===== src/rtl/space_shooter_pkg.sv =====
// Shared types and widths for the space shooter game logic.
// Health is 4 bits wide; frame counters are 8 bits wide.
package space_shooter_pkg;

    localparam int HEALTH_W    = 4;
    localparam int FRAME_CNT_W = 8;

    localparam logic [1:0] ST_ALIVE = 2'd0;
    localparam logic [1:0] ST_HIT   = 2'd1;
    localparam logic [1:0] ST_DEAD  = 2'd2;

    typedef enum logic [1:0] {
        STATE_ALIVE = ST_ALIVE,
        STATE_HIT   = ST_HIT,
        STATE_DEAD  = ST_DEAD
    } state_t;

    // Sums are formed one bit wider than health so that they cannot wrap
    // before the ceiling is applied.
    function automatic logic [HEALTH_W-1:0] clamp_health(
        input logic [HEALTH_W:0]   value,
        input logic [HEALTH_W-1:0] ceiling
    );
        return (value > {1'b0, ceiling}) ? ceiling : value[HEALTH_W-1:0];
    endfunction

endpackage


===== src/rtl/frame_timer.sv =====
// Frame counter that advances on frame ticks and wraps to zero after 'last'.
// 'terminal' is high in the advancing cycle in which the count equals 'last'.
module frame_timer
    import space_shooter_pkg::*;
(
    input  logic                   clk,
    input  logic                   rst,
    input  logic                   clear,
    input  logic                   advance,
    input  logic [FRAME_CNT_W-1:0] last,
    output logic [FRAME_CNT_W-1:0] count,
    output logic                   terminal
);

    assign terminal = advance && (count == last);

    always_ff @(posedge clk or posedge rst) begin
        if (rst) begin
            count <= '0;
        end else if (clear || terminal) begin
            count <= '0;
        end else if (advance) begin
            count <= count + FRAME_CNT_W'(1);
        end
    end

endmodule


===== src/rtl/health_controller.sv =====
// Player health state machine: damage, heal, a post-hit flash/invulnerability
// window, optional per-frame regeneration and a dead/restart sequence.
module health_controller
    import space_shooter_pkg::*;
#(
    parameter int MAX_HEALTH       = 15,
    parameter int HIT_FLASH_FRAMES = 8,
    parameter int INVULN_FRAMES    = 30,
    parameter int REGEN_FRAMES     = 0
) (
    input  logic                clk,
    input  logic                rst,
    input  logic                frame_tick,
    input  logic                damage_req,
    input  logic [HEALTH_W-1:0] damage_amt,
    input  logic                heal_req,
    input  logic [HEALTH_W-1:0] heal_amt,
    input  logic                restart,
    output logic [HEALTH_W-1:0] health,
    output logic                hit,
    output logic                invulnerable,
    output logic                dead
);

    localparam logic [HEALTH_W-1:0]    MAX_H      = HEALTH_W'(MAX_HEALTH);
    localparam logic [FRAME_CNT_W-1:0] INV_LAST   = FRAME_CNT_W'(INVULN_FRAMES - 1);
    localparam logic [FRAME_CNT_W-1:0] REGEN_LAST =
        (REGEN_FRAMES == 0) ? '0 : FRAME_CNT_W'(REGEN_FRAMES - 1);
    localparam logic [FRAME_CNT_W:0]   FLASH_LIM  = (FRAME_CNT_W + 1)'(HIT_FLASH_FRAMES);

    state_t                 state;
    state_t                 state_next;
    logic [HEALTH_W-1:0]    health_next;
    logic                   hit_next;
    logic [HEALTH_W:0]      heal_sum;
    logic [FRAME_CNT_W:0]   inv_cnt_next;

    logic [FRAME_CNT_W-1:0] inv_cnt;
    logic [FRAME_CNT_W-1:0] regen_cnt_unused;
    logic                   inv_term;
    logic                   regen_term;

    logic damage_ok;
    logic heal_ok;
    logic regen_inc;

    // Accepted-event qualifiers, in priority order restart > damage > heal > tick.
    assign damage_ok = !restart && (state == STATE_ALIVE) && damage_req && (damage_amt != '0);
    assign heal_ok   = !restart && !damage_ok && heal_req && (state != STATE_DEAD);
    assign regen_inc = !restart && !damage_ok && regen_term;

    frame_timer u_inv_timer (
        .clk      (clk),
        .rst      (rst),
        .clear    (restart || (state != STATE_HIT)),
        .advance  (frame_tick && (state == STATE_HIT)),
        .last     (INV_LAST),
        .count    (inv_cnt),
        .terminal (inv_term)
    );

    // Regen progress is held at zero outside ALIVE and discarded by a hit.
    frame_timer u_regen_timer (
        .clk      (clk),
        .rst      (rst),
        .clear    (restart || damage_ok || (state != STATE_ALIVE)),
        .advance  ((REGEN_FRAMES != 0) && frame_tick && (state == STATE_ALIVE)),
        .last     (REGEN_LAST),
        .count    (regen_cnt_unused),
        .terminal (regen_term)
    );

    always_comb begin
        state_next   = state;
        health_next  = health;
        heal_sum     = {1'b0, health}
                     + (heal_ok ? {1'b0, heal_amt} : '0)
                     + {{HEALTH_W{1'b0}}, regen_inc};
        if (restart) begin
            state_next  = STATE_ALIVE;
            health_next = MAX_H;
        end else if (damage_ok) begin
            if (damage_amt >= health) begin
                state_next  = STATE_DEAD;
                health_next = '0;
            end else begin
                state_next  = STATE_HIT;
                health_next = health - damage_amt;
            end
        end else begin
            // In DEAD no heal or regen is qualified, so the sum stays at zero.
            health_next = clamp_health(heal_sum, MAX_H);
            if ((state == STATE_HIT) && inv_term) begin
                state_next = STATE_ALIVE;
            end
        end

        // Window position the HIT state will hold after this edge; a fresh hit starts at 0.
        inv_cnt_next = '0;
        if ((state == STATE_HIT) && (state_next == STATE_HIT)) begin
            inv_cnt_next = {1'b0, inv_cnt} + {{FRAME_CNT_W{1'b0}}, frame_tick};
        end
        hit_next = (state_next == STATE_HIT) && (inv_cnt_next < FLASH_LIM);
    end

    always_ff @(posedge clk or posedge rst) begin
        if (rst) begin
            state        <= STATE_ALIVE;
            health       <= MAX_H;
            hit          <= 1'b0;
            invulnerable <= 1'b0;
            dead         <= 1'b0;
        end else begin
            state        <= state_next;
            health       <= health_next;
            hit          <= hit_next;
            invulnerable <= (state_next == STATE_HIT);
            dead         <= (state_next == STATE_DEAD);
        end
    end

endmodule


===== config.mk =====
export PLATFORM = sky130hd
export DESIGN_NAME = health_controller
export DESIGN_NICKNAME = d
export VERILOG_FILES = /design/src/rtl/space_shooter_pkg.sv /design/src/rtl/frame_timer.sv /design/src/rtl/health_controller.sv
export SDC_FILE = /design/constraint.sdc
export NUM_CORES = 1
export LEC_CHECK = 0
export CORE_ASPECT_RATIO = 0.7
export CORE_UTILIZATION = 51
export CTS_CLUSTER_DIAMETER = 150
export DETAILED_ROUTE_END_ITERATION = 12
export PLACE_DENSITY = 0.78
export SYNTH_ARGS = -nofsm -noshare
export SYNTH_HDL_FRONTEND = slang
export SYNTH_SLANG_ARGS = --single-unit

===== constraint.sdc =====
create_clock -name clk -period 3.2 [get_ports clk]
set_clock_uncertainty 0.1 [all_clocks]
set_input_delay 0.8 -clock clk [delete_from_list [all_inputs] [get_ports clk]]
set_output_delay 0.8 -clock clk [all_outputs]
set_load 0.1 [all_outputs]

==> out/qor.txt <==
vias in the first global route - 942
latest clock arrival within the worst-skew pair - 290 ps
Initial Utilization - 0.579
Clock transition at path regs - 90 ps
Core Util, Final - 0.765
worst slack at placement - -561 ps
I/O pin count - 21
area of the die - 0.00245 mm²
hold_sp - u_inv_timer.count[7]
Worst IR Drop VDD - 254 µV
root buffer selected by CTS - clkbuf_4
nets - 177
R2R cell count - 10
Num CTS Buffers - 3
CTS max path bufs - 2
actual slew at the worst max-slew pin - 609 ps
Syn Nets - 146
Worst Path Max Fanout - 4
leakage - 0.705 nW
Final period util - 0.967
Final Max Slew Viols - 0
# diodes - 0
largest net degree at the start of global routing - 18
routability cong. - 0.829
hold path cells - 2
H-Tree Depth - 1
area grow syn2layout - 32.1%
Worst EP arrival - 3220 ps
Ys Warns - 0
fin crit period - 3090 ps
Hold Crit Class - flop to flop
CTS tree - yes
Final Non-Filler Cells - 180
slowest stage delay, CP - 480 ps
1st-iter DRT viols - 31
share of flip-flops with an asynchronous set or reset - 1.00
Setup CP Type - input pin to flop
Yosys reg bits - 17
Final Setup Violations - 0
Die Wd - 58.8 µm
GRT overflow - 0
Fmax - 323 MHz
slowest CP cell - clkdlybuf4s50_1
Final ANT Viol Nets - 0
via count - 991
Pre-antenna DRT Iters - 4
initial antenna violation count - 0
Top Family by Delay on Critical Path - simple AND/OR/NAND/NOR gates
Detailed Place HPWL - 2010 µm
status - finished clean
DRC errors left - 0
number of synthesized flops with an enable pin - 0
CP cell instances - clkdlybuf4s50_1 -> nand2b_4 -> nor4_4 -> nor4b_2 -> buf_4 -> and2_4 -> ha_4 -> inv_1 -> fa_2 -> xor2_1 -> nand3_1 -> a221o_1
die span in y - 41.7 µm
fraction of the yosys area taken by sequential cells - 0.374
Mapped Cells - 120
Synth Flop Type - dfrtp_1
share of layout cells above drive strength 1 - 0.220
GR Util All Layers - 0.235
setup repair after global routing missed its margin - false
total detailed-routing wirelength - 2530 µm
pwr dens - 440 mW/mm²
DR WL/cell - 14.0 µm
first-pass GRT wire length - 4220 µm
Final Hold Viols - 0
Critical Path RT - 3330 ps
Buf+Inv Stages, Crit Path - 3
final instance area - 0.00152 mm²
Max Cap Viol - 0
Worst setup EP type - flop
Reg2Reg Launch Point - state[1]
Min-Delay Endpoint - u_inv_timer.count[7]
post-synthesis area per instance - 9.58 µm²
FP Rows - 13
vias per cell - 5.51
Worst slew margin - 0.593
total power - 0.668 mW
synth unique cells - 36
core area - 0.00198 mm²
setup slack after layout - 105 ps
placed cell area - 0.00141 mm²
input/output buffers - 20
CP Launch Type - input pin
placed cell count - 174
reg-to-reg endpoint - health[2]
synthesized area - 0.00115 mm²
Sink Count - 17
R2R setup slack - 660 ps
==> cells by family after synthesis <==
family	Yosys count	synth area share
xor gates and xnor gates	10	0.0762
adders and majority gates	12	0.144
buffers and inverters	14	0.0457
AOI/OAI and AO/OA	20	0.119
and+or+nand+nor	47	0.242
DFF	17	0.374
==> cell type report <==
class | instances | area (µm²)
clock inverter | 1 | 5.00
timing repair buffer | 28 | 253
sequential | 17 | 430
multi-input combinational | 89 | 726
fill | 150 | 465
clock buffer | 3 | 22.5
tap | 30 | 37.5
inverter | 12 | 45.0
==> metal layers <==
| layer | global-route usage | wire length (µm) | up-vias |
|---|---|---|---|
| li1 | - | - | 486 |
| met3 | 0.0685 | 143 | 4 |
| met1 | 0.350 | 1290 | 474 |
| met4 | 0.0429 | 23 | 0 |
| met2 | 0.336 | 1080 | 27 |
| met5 | 0 | 0 | - |
==> flip-flops by register name, summed over array words and instances, names as in the netlist <==
signal / count
dead: 1
health: 4
hit: 1
invulnerable: 1
state: 2
u_inv_timer.count: 8
==> cell usage after synthesis (2+ instances only) <==
master | number | area share
a21oi_1 | 5 | 0.022
a221o_1 | 3 | 0.026
and2_1 | 4 | 0.022
and3b_1 | 2 | 0.015
clkbuf_1 | 2 | 0.0065
dfrtp_1 | 13 | 0.28
dfstp_2 | 4 | 0.091
fa_1 | 2 | 0.035
ha_1 | 10 | 0.11
inv_1 | 12 | 0.039
nand2_1 | 4 | 0.013
nand3_1 | 5 | 0.022
nand3b_1 | 2 | 0.013
nand4_1 | 5 | 0.027
nor2_1 | 12 | 0.039
nor2b_1 | 3 | 0.016
nor4_2 | 2 | 0.022
o21ai_0 | 4 | 0.017
xnor2_1 | 3 | 0.023
xor2_1 | 7 | 0.053
==> worst reg2reg max path: cells and delay by family, from the launching register on <==
kind	cells	cell delay [ps]
compound gates	1	330
xor+xnor	1	170
fa+ha+maj	2	460
buf+inv	2	230
flops	1	460
simple gates	4	710
==> worst max path at each step <==
stage	from	to	slack (ps)	cells past startpoint
after floorplan	restart	health[3]	100	11
after detailed placement	damage_amt[1]	health[0]	-560	13
final	restart	health[2]	110	12
after global placement	damage_amt[1]	health[2]	-430	12
after CTS	damage_amt[2]	health[0]	-5	13
after global routing	restart	health[2]	10	12
==> placed cells by master, fill, tap and decap left out, drive strengths merged, types with 2 or more instances in the layout <==
| cell | n |
|---|---|
| clkdlybuf4s50 | 9 |
| nand3b | 2 |
| nor2 | 12 |
| fa | 2 |
| nor4 | 3 |
| o21ai | 4 |
| clkbuf | 3 |
| dfstp | 4 |
| nor2b | 3 |
| a21oi | 5 |
| or3 | 2 |
| buf | 15 |
| nand3 | 5 |
| ha | 10 |
| inv | 12 |
| nand4 | 5 |
| dfrtp | 13 |
| and2 | 4 |
| xor2 | 7 |
| dlymetal6s2s | 4 |
| a221o | 3 |
| nand2 | 4 |
| xnor2 | 3 |
| and3b | 2 |
==> what timing repair did <==
action                     4_1_cts  5_1_grt
pin swaps                        4        4
gates resized for setup          6        8
buffers inserted                 1        1
setup endpoints to repair        4        4
hold buffers                     0        0
==> metrics by stage <==
step	hold slack, ps	TNS, ps
2_1_floorplan	402	0
6_report	456	0
4_1_cts	454	-5.33
5_1_grt	483	0
3_3_place_gp	433	-1610
3_5_place_dp	434	-2180
==> power breakdown <==
group | switching [mW] | internal [mW]
Combinational | 0.191 | 0.109
Clock | 0.0660 | 0.0466
Sequential | 0.0191 | 0.237
(Power assumes the default switching activity.)
